File: src/rtl/femto_bus_pkg.sv
// Shared types and widths for the femto bus slave-sharing layer.
// Bus geometry macros default here when the platform does not supply them.
`ifndef XLEN
`define XLEN 32
`endif
`ifndef BUS_WIDTH
`define BUS_WIDTH 32
`endif
`ifndef BUS_ACC_CNT
`define BUS_ACC_CNT 4
`endif

package femto_bus_pkg;

    localparam int XLEN_W = `XLEN;
    localparam int BUS_W  = `BUS_WIDTH;
    localparam int ACC_W  = $clog2(`BUS_ACC_CNT);

    localparam logic [1:0] MST_I = 2'd0;
    localparam logic [1:0] MST_D = 2'd1;
    localparam logic [1:0] MST_X = 2'd2;

    typedef enum logic {
        IDLE = 1'b0,
        BUSY = 1'b1
    } arb_state_e;

    typedef struct packed {
        logic [XLEN_W-1:0] addr;
        logic              w_rb;
        logic [ACC_W-1:0]  acc;
        logic [BUS_W-1:0]  wdata;
    } bus_req_t;

    function automatic logic [1:0] onehot3_to_idx(input logic [2:0] oh);
        onehot3_to_idx = oh[2] ? MST_X : (oh[1] ? MST_D : MST_I);
    endfunction

    function automatic logic [1:0] next_ptr(input logic [1:0] idx);
        next_ptr = (idx == MST_X) ? MST_I : idx + 2'd1;
    endfunction

endpackage

File: src/rtl/rr_pick3.sv
// Combinational round-robin picker: first candidate at or after ptr_i, modulo 3.
module rr_pick3 (
    input  logic [2:0] cand_i,
    input  logic [1:0] ptr_i,
    output logic [2:0] grant_o,
    output logic       valid_o
);

    logic [1:0] idx;

    // NOTE: combinational blocks use blocking assignments and give every output
    // a default first, so no path leaves a value held and no latch is inferred.
    always_comb begin
        grant_o = '0;
        idx     = '0;
        // Scan from farthest to nearest so the nearest candidate overwrites last.
        for (int i = 2; i >= 0; i--) begin
            idx = 2'((int'(ptr_i) + i) % 3);
            if (cand_i[idx]) begin
                grant_o = 3'b001 << idx;
            end
        end
    end

    assign valid_o = |cand_i;

endmodule

File: src/rtl/bus_arbiter3.sv
// Three-master round-robin arbiter onto one femto slave bus, with per-master
// one-deep request capture and a response watchdog.
module bus_arbiter3
    import femto_bus_pkg::*;
#(
    parameter int TIMEOUT = 255,
    parameter int CNT_W   = 8
) (
    input  logic                clk,
    input  logic                rst,
    input  logic [3*XLEN_W-1:0] m_addr_i,
    input  logic [2:0]          m_w_rb_i,
    input  logic [3*ACC_W-1:0]  m_acc_i,
    input  logic [3*BUS_W-1:0]  m_wdata_i,
    input  logic [2:0]          m_req_i,
    output logic [BUS_W-1:0]    m_rdata_o,
    output logic [2:0]          m_resp_o,
    output logic [2:0]          m_fault_o,
    output logic [XLEN_W-1:0]   s_addr_o,
    output logic                s_w_rb_o,
    output logic [ACC_W-1:0]    s_acc_o,
    output logic [BUS_W-1:0]    s_wdata_o,
    output logic                s_req_o,
    input  logic [BUS_W-1:0]    s_rdata_i,
    input  logic                s_resp_i,
    input  logic                s_fault_i
);

    localparam logic [CNT_W-1:0] WDOG_LAST = (TIMEOUT == 0) ? '0 : CNT_W'(TIMEOUT - 1);

    arb_state_e       state_q, state_d;
    logic [1:0]       owner_q, owner_d;
    logic [1:0]       rr_ptr_q, rr_ptr_d;
    logic [2:0]       pend_q, pend_d;
    logic [CNT_W-1:0] wdog_q, wdog_d;
    logic             tmo_q, tmo_d;
    logic             s_req_q, s_req_d;
    bus_req_t         s_fields_q, s_fields_d;
    bus_req_t         pend_req_q [3];
    bus_req_t         m_in [3];

    logic [2:0] owner_oh;
    logic [2:0] busy_mask;
    logic [2:0] acc_req;
    logic [2:0] cand;
    logic [2:0] grant_oh;
    logic       grant_vld;
    logic [1:0] grant_idx;

    always_comb begin
        for (int k = 0; k < 3; k++) begin
            m_in[k].addr  = m_addr_i[k*XLEN_W +: XLEN_W];
            m_in[k].w_rb  = m_w_rb_i[k];
            m_in[k].acc   = m_acc_i[k*ACC_W +: ACC_W];
            m_in[k].wdata = m_wdata_i[k*BUS_W +: BUS_W];
        end
    end

    // A master is outstanding from its grant until its response pulse, timeout pulse included.
    assign owner_oh  = 3'b001 << owner_q;
    assign busy_mask = (state_q == BUSY || tmo_q) ? owner_oh : 3'b000;
    assign acc_req   = m_req_i & ~pend_q & ~busy_mask;
    assign cand      = pend_q | acc_req;
    assign grant_idx = onehot3_to_idx(grant_oh);

    rr_pick3 u_pick (
        .cand_i  (cand),
        .ptr_i   (rr_ptr_q),
        .grant_o (grant_oh),
        .valid_o (grant_vld)
    );

    always_comb begin
        state_d    = state_q;
        owner_d    = owner_q;
        rr_ptr_d   = rr_ptr_q;
        pend_d     = pend_q | acc_req;
        wdog_d     = wdog_q;
        tmo_d      = 1'b0;
        s_req_d    = 1'b0;
        s_fields_d = s_fields_q;
        unique case (state_q)
            IDLE: begin
                if (grant_vld) begin
                    s_fields_d = pend_q[grant_idx] ? pend_req_q[grant_idx] : m_in[grant_idx];
                    s_req_d    = 1'b1;
                    owner_d    = grant_idx;
                    rr_ptr_d   = next_ptr(grant_idx);
                    pend_d     = pend_d & ~grant_oh;
                    wdog_d     = '0;
                    state_d    = BUSY;
                end
            end
            BUSY: begin
                // A real response beats a watchdog expiry landing in the same cycle.
                if (s_resp_i) begin
                    state_d = IDLE;
                end else if (TIMEOUT != 0 && wdog_q == WDOG_LAST) begin
                    tmo_d   = 1'b1;
                    state_d = IDLE;
                end else begin
                    wdog_d = wdog_q + 1'b1;
                end
            end
            default: state_d = IDLE;
        endcase
    end

    // NOTE: sequential state uses non-blocking assignments only, so every register
    // samples pre-edge values regardless of statement order.
    always_ff @(posedge clk or posedge rst) begin
        if (rst) begin
            state_q    <= IDLE;
            owner_q    <= MST_I;
            rr_ptr_q   <= MST_I;
            pend_q     <= '0;
            wdog_q     <= '0;
            tmo_q      <= 1'b0;
            s_req_q    <= 1'b0;
            s_fields_q <= '0;
        end else begin
            state_q    <= state_d;
            owner_q    <= owner_d;
            rr_ptr_q   <= rr_ptr_d;
            pend_q     <= pend_d;
            wdog_q     <= wdog_d;
            tmo_q      <= tmo_d;
            s_req_q    <= s_req_d;
            s_fields_q <= s_fields_d;
        end
    end

    // NOTE: the capture payload is not reset; it is only read while its pend bit
    // is set, and that bit is reset.
    always_ff @(posedge clk) begin
        for (int k = 0; k < 3; k++) begin
            if (acc_req[k]) begin
                pend_req_q[k] <= m_in[k];
            end
        end
    end

    always_comb begin
        m_resp_o  = '0;
        m_fault_o = '0;
        m_rdata_o = '0;
        if (state_q == BUSY && s_resp_i) begin
            m_resp_o  = owner_oh;
            m_fault_o = s_fault_i ? owner_oh : 3'b000;
            m_rdata_o = s_rdata_i;
        end else if (tmo_q) begin
            m_resp_o  = owner_oh;
            m_fault_o = owner_oh;
        end
    end

    assign s_req_o   = s_req_q;
    assign s_addr_o  = s_fields_q.addr;
    assign s_w_rb_o  = s_fields_q.w_rb;
    assign s_acc_o   = s_fields_q.acc;
    assign s_wdata_o = s_fields_q.wdata;

endmodule

File: config.mk
export PLATFORM = sky130hd
export DESIGN_NAME = bus_arbiter3
export DESIGN_NICKNAME = d
export VERILOG_FILES = /design/src/rtl/femto_bus_pkg.sv /design/src/rtl/rr_pick3.sv /design/src/rtl/bus_arbiter3.sv
export SDC_FILE = /design/constraint.sdc
export NUM_CORES = 1
export LEC_CHECK = 0
export ABC_AREA = 1
export BUFFER_PORTS_ARGS = -buffer_cell sky130_fd_sc_hd__buf_4
export CAP_MARGIN = 20
export CORE_MARGIN = 4
export CORE_UTILIZATION = 25
export CTS_CLUSTER_DIAMETER = 50
export DETAILED_ROUTE_END_ITERATION = 10
export GPL_TIMING_DRIVEN = 0
export PLACE_DENSITY = 0.47
export SYNTH_ARGS = -nofsm -noshare
export SYNTH_HDL_FRONTEND = slang
export SYNTH_SLANG_ARGS = --single-unit
File: constraint.sdc
create_clock -name clk -period 5.2 [get_ports clk]
set_input_delay 0.78 -clock clk [delete_from_list [all_inputs] [get_ports clk]]
set_output_delay 0.78 -clock clk [all_outputs]
set_load 0.03 [all_outputs]
==> After elaboration in Yosys (flattened, before gate mapping) <==
Memory sizes are Yosys's and may differ from the RTL's.
Cells that the tools add are included.
{ "totals": {"ff_bits": 85, "out_inout_bits": 106, "memories": 1, "latchBits": 0, "romBits": 0, "in_bits": 240, "ramBits": 201} }
{ "mem_list": {"columns": ["name", "words", "word_bits", "read_ports", "rd_ports_with_merged_regs", "wr", "line", "text"], "rows": [
  ["pend_req_q", 3, 67, 1, 0, 3, "bus_arbiter3.sv:39", "bus_req_t pend_req_q [3];"]
]} }
{ "classes": {"mux": 44, "n_lt_le_gt_ge": 5, "n_addsub": 4, "div_mod_pow": 3, "bitwise": 9, "n_mul": 0, "reduce_logical": 5, "eq_ne": 5, "shift": 4} }
{ "ops": {"columns": ["cell", "count"], "rows": [
  ["67-bit 2-to-1 mux", 3],
  ["67-bit binary-select mux with 2-bit select", 1],
  ["32-bit by 3-bit modulo with 32-bit output (second input constant)", 2],
  ["3-bit by 3-bit modulo with 32-bit output (second input constant)", 1],
  ["32-bit 2-to-1 mux", 1],
  ["3-bit 2-to-1 mux", 10],
  ["8-bit 2-to-1 mux", 3],
  ["1-bit 2-to-1 mux", 18],
  ["8-bit case mux with 2 select lines", 1],
  ["2-bit by 3-bit less-than comparator with 1-bit output (second input constant)", 4],
  ["1-bit by 2-bit left shift with 3-bit output (first input constant)", 4],
  ["3-bit bitwise AND", 3],
  ["3-bit inverter", 3],
  ["8-bit by 1-bit adder with 8-bit output (second input constant)", 1],
  ["1-bit binary-select mux with 2-bit select", 4],
  ["8-bit equality test (second input constant)", 1],
  ["2-bit != test (second input constant)", 3],
  ["2-bit 2-to-1 mux", 2],
  ["2-bit by 1-bit adder with 3-bit output (second input constant)", 1],
  ["2-bit by 2-bit adder with 3-bit output (second input constant)", 1],
  ["3-bit greater-or-equal comparator (second input constant)", 1],
  ["2-bit inverter with 3-bit output", 1],
  ["3-bit bitwise OR", 1],
  ["3-bit AND reduction", 1],
  ["8 further kinds", 8]
]} }

==> Depth between registers and ports, before layout <==
{ "logic_depth": {"word_depth": 17, "ltp_mapped": 20, "depth_no_buf": 18} }

==> Cells and area by module <==
A second synthesis with hierarchy kept.
{ "unflattened": {"cells_unflattened": 1739, "area_unflattened_um2": 14131.1} }
{ "modules_own_cells": {"columns": ["mod", "n_inst", "cells_each", "area_each_um2"], "rows": [
  ["bus_arbiter3", 1, 1692, 13874.6],
  ["rr_pick3", 1, 47, 256.5]
]} }

==> Least setup slack after synthesis <==
No wires, ideal clock.
{ "synth_path": {"kind": "input to register", "from": "input m_req_i[1]", "to": "memory pend_req_q[1][0] (netlist bit), enable pin", "n_path_buf": 0, "arrival_ns": 3.674, "slack_ns": 1.034, "stages": 2, "setup_ns": 0.492, "path_cell_list": "nand2_1 > nor2_1"} }
{ "synth_rtl": {"columns": ["item", "line", "text"], "rows": [
  ["start: declaration", "bus_arbiter3.sv:15", "input logic [2:0] m_req_i,"],
  ["end: declaration", "bus_arbiter3.sv:39", null]
]} }

==> Final worst setup path <==
{ "layout_path": {"from": "register state_q", "to": "register s_fields_q, in the netlist s_w_rb_o"} }
{ "layout_via": {"elab_chain_cells": 17, "word_cells_on_any_way": 27, "classes_between": "18 x mux; 5 x bitwise; 3 x reduce/logical; 1 x memory"} }
{ "layout_rtl": {"columns": ["item", "line", "text"], "rows": [
  ["start: declaration", "bus_arbiter3.sv:31", "arb_state_e state_q, state_d;"],
  ["start signal: assignment", "bus_arbiter3.sv:122", "state_q <= state_d;"],
  ["1-bit logical OR *", "bus_arbiter3.sv:61", "assign busy_mask = (state_q == BUSY || tmo_q) ? owner_oh : 3'b000;"],
  ["3-bit 2-to-1 mux *", "bus_arbiter3.sv:61", null],
  ["3-bit inverter *", "bus_arbiter3.sv:62", "assign acc_req = m_req_i & ~pend_q & ~busy_mask;"],
  ["3-bit bitwise AND *", "bus_arbiter3.sv:62", null],
  ["net acc_req[0]", "bus_arbiter3.sv:44", "logic [2:0] acc_req;"],
  ["3-bit bitwise OR *", "bus_arbiter3.sv:63", "assign cand = pend_q | acc_req;"],
  ["1-bit binary-select mux with 2-bit select", "rr_pick3.sv:19", "if (cand_i[idx]) begin"],
  ["1-bit 2-to-1 mux (not written as such)", "rr_pick3.sv:19", null],
  ["3-bit 2-to-1 mux (3 in a row)", "rr_pick3.sv:19", null],
  ["1-bit 2-to-1 mux", "femto_bus_pkg.sv:36", "onehot3_to_idx = oh[2] ? MST_X : (oh[1] ? MST_D : MST_I);"],
  ["2-bit 2-to-1 mux", "femto_bus_pkg.sv:36", null],
  ["2-bit inverter with 3-bit output (not written as such)", "bus_arbiter3.sv:85", "s_fields_d = pend_q[grant_idx] ? pend_req_q[grant_idx] : m_in[grant_idx];"],
  ["67-bit binary-select mux with 2-bit select", "bus_arbiter3.sv:85", null],
  ["67-bit 2-to-1 mux (not written as such) (2 in a row)", "bus_arbiter3.sv:85", null],
  ["67-bit 2-to-1 mux", "bus_arbiter3.sv:85", null],
  ["end signal: assignment", "bus_arbiter3.sv:129", "s_fields_q <= s_fields_d;"],
  ["end: declaration", "bus_arbiter3.sv:38", "bus_req_t s_fields_q, s_fields_d;"]
]} }
The timed path passes the listed nets; every way through them passes the cells marked *. The select of a mux whose other input is x is not followed.
A chain may end at the register's enable or synchronous reset.

==> metrics.txt <==
I/O pins 346; first-pass GRT wire length 87590 um; clock skew 0.02786 ns; final-report hold violation count 0; crit path time final 3.360 ns; H-Tree Depth 2; Synth Area per Inst 8.630 sq um; Final ANT Viol Nets 0; Clk Latency, worst-skew pair 0.56 ns; Netlist cell types 29; TritonRoute pass-1 iters 6; CP arrival 3.84 ns; Finished Cell Area 19450 sq um; post-DR wirelength/cell 21.68 um; post-synthesis sequential area ratio 56.91%; Die X 247.2 um; Core Area 56500 sq um; largest net degree at the start of global routing 44; Critical Path RT 5.68 ns; Worst Hold Class in -> async; Cells after Synth 1657; clock root cell clkbuf_16; Via-to-Cell Ratio 4.580; Post-DP HPWL 42960 um; WS Path Type reg -> reg; setup repair bufs after CTS 0; fin crit share 64.62%; share of post-route cells with drive strength above 1 24.43%; total of max-cap violations 0; GRT Residual Overflow 0; critical-path cell list inv_2 -> nand2_2 -> nand2_1 -> nand2_1 -> inv_4 -> o21ai_1 -> a21oi_1 -> inv_2 -> nand2_2 -> buf_1 -> nand3_1 -> nand2_1 -> nor2_1 -> nand2_1 -> nand3_1 -> nand2_1; CTS buffer count 43; 1st-iter DRT viols 1036; largest family of logic cells by synthesized area simple AND/OR/NAND/NOR gates; Cell Area, Placed 18030 sq um; Nets 2301; Least-Margin Pin Slew 0.9485 ns; CTS clk-pin slew, worst paths 0.05 ns; Post-synth EDFFs 201; fraction of synthesized area in multiplexers 0%; delay-heaviest family, CP buffers and inverters; post-CTS sizing 0; RSZ-0062 raised after global routing false; Final GP Congestion 0.7950; Max Slew Vio Count 0; status finished, final reports clean; startpoint class of the critical path flop; most common cell after layout, fill and taps aside nand2_1; CTS Buffer Depth 3; area delta synth->final 36.00%; max_slew headroom 36.77%; Setup crit end kind flop; Synth Area in Compound Gates 0.9625%; die outline area 61090 sq um; Post-Synth Adder-Cell Area 0.5250%; Placed Cells 2766; Post-Layout Cell Count 2847; flops & latches, synth 285; Starting Density 25.31%; Synthesis Warnings 0; Most Frequent Cell on Critical Path nand2_1; hold-fix buffers at CTS 0; All-Layer GR Usage 19.72%; post-route DRC violation count 0; Synth Area in XOR/XNOR 0%; critical path's slowest cell buf_1; Site Rows 87; FFs w/ async S/R, synth 29.47%; via count 13040; initial antenna violation count 4; CTS tree yes; PortBufs 345; Simple-Gate Fraction of Synth Area 33.69%; Synth Flop Type edfxtp_1; Sinks on Clock Net 285; CP peak stage delay 0.63 ns; Post-Syn Nets 1903; Mapped Area 14300 sq um; Die Span Y 247.2 um; Peak Freq 0.2976 GHz; buffer and inverter count on the worst path 4; vias in the first global route 12800; Final Setup Violations 0; commonest non-fill, non-tap cells in the layout 495 x nand2_1, 352 x buf_4, 216 x nand3_1; crit path max fanout 28; total wire length 61720 um
==> routing by layer <==
metal	up-vias	GRT usage, %	wire length [um]
li1	6138	-	-
met2	516	33.03	29180
met4	2	4.405	1125
met3	82	3.719	4287
met5	-	0	12
met1	6301	26.54	27110
==> through the flow <==
step | util, % | setup TNS (ns) | hold WS [ns] | setup WS, ns
after floorplan | - | 0 | 0.4970 | 1.034
final | 34.42 | 0 | 0.3177 | 1.840
after CTS | 34.41 | 0 | 0.3191 | 1.751
after detailed placement | 31.92 | 0 | 0.4689 | 1.492
after global routing | 34.42 | 0 | 0.3617 | 1.544
after global placement | 31.57 | -319.17 | 0.4697 | -2.501
==> state kept, by name (all words and copies together), names as in the netlist <==
| register | count |
|---|---|
| s_req_o | 1 |
| s_wdata_o | 32 |
| rr_ptr_q | 2 |
| pend_q | 3 |
| s_w_rb_o | 1 |
| wdog_q | 8 |
| s_acc_o | 2 |
| pend_req_q | 201 |
| s_addr_o | 32 |
| tmo_q | 1 |
| owner_q | 1 |
| state_q | 1 |
==> cells in the mapped netlist (2+ instances only) <==
cell | count | area (sq um)
a21oi_1 | 6 | 30.03
buf_1 | 9 | 33.78
buf_2 | 53 | 265.3
buf_4 | 7 | 52.55
buf_6 | 4 | 45.04
clkbuf_1 | 22 | 82.58
dfrtp_1 | 84 | 2102
edfxtp_1 | 201 | 6036
ha_1 | 6 | 75.07
inv_1 | 169 | 634.4
inv_2 | 5 | 18.77
nand2_1 | 495 | 1858
nand2_2 | 5 | 31.28
nand3_1 | 216 | 1081
nand3b_1 | 106 | 795.8
nor2_1 | 213 | 799.5
nor3_1 | 4 | 20.02
nor4_1 | 2 | 12.51
o21ai_0 | 13 | 65.06
o22ai_1 | 2 | 12.51
or2_1 | 21 | 131.4
or2_2 | 7 | 43.79
==> kinds of logic after synthesis <==
kind of cell	Yosys count
adder cells (fa/ha/maj)	6
flip-flops	285
AND/OR/NAND/NOR	1073
AO/OA/AOI/OAI	24
buffers and inverters	269
==> area by class of cell <==
class                           instances  area [sq um]
Antenna cell                            3         7.507
Fill cell                            5942         37050
Buffer                                 95         479.2
Clock buffer                           57          1201
Multi-Input combinational cell       1103          5045
Sequential cell                       285          8138
Inverter                              174         658.1
Clock inverter                         21         207.7
Tap cell                              756         945.9
Timing Repair Buffer                  353          2765
==> final timing paths <==
kind | from | endpoint | slack, ns | depth (start not counted)
max in group asynchronous | rst | s_addr_o[7]$_DFFE_PP0P_ | 4.15 | 3
worst min register to register | s_wdata_o[5]$_DFFE_PP0P_ | s_wdata_o[5]$_DFFE_PP0P_ | 0.48 | 2
worst min-delay path | rst | s_wdata_o[22]$_DFFE_PP0P_ | 0.32 | 2
worst max-delay path | state_q$_DFF_PP0_ | s_w_rb_o$_DFFE_PP0P_ | 1.84 | 16
min in group clk | m_wdata_i[62] | pend_req_q[1][30]$_DFFE_PP_ | 0.40 | 1
worst max register to register | state_q$_DFF_PP0_ | s_w_rb_o$_DFFE_PP0P_ | 1.84 | 16
Power is not shown: default switching activity piles up to over one toggle a cycle in this logic, so the estimate is an artifact.
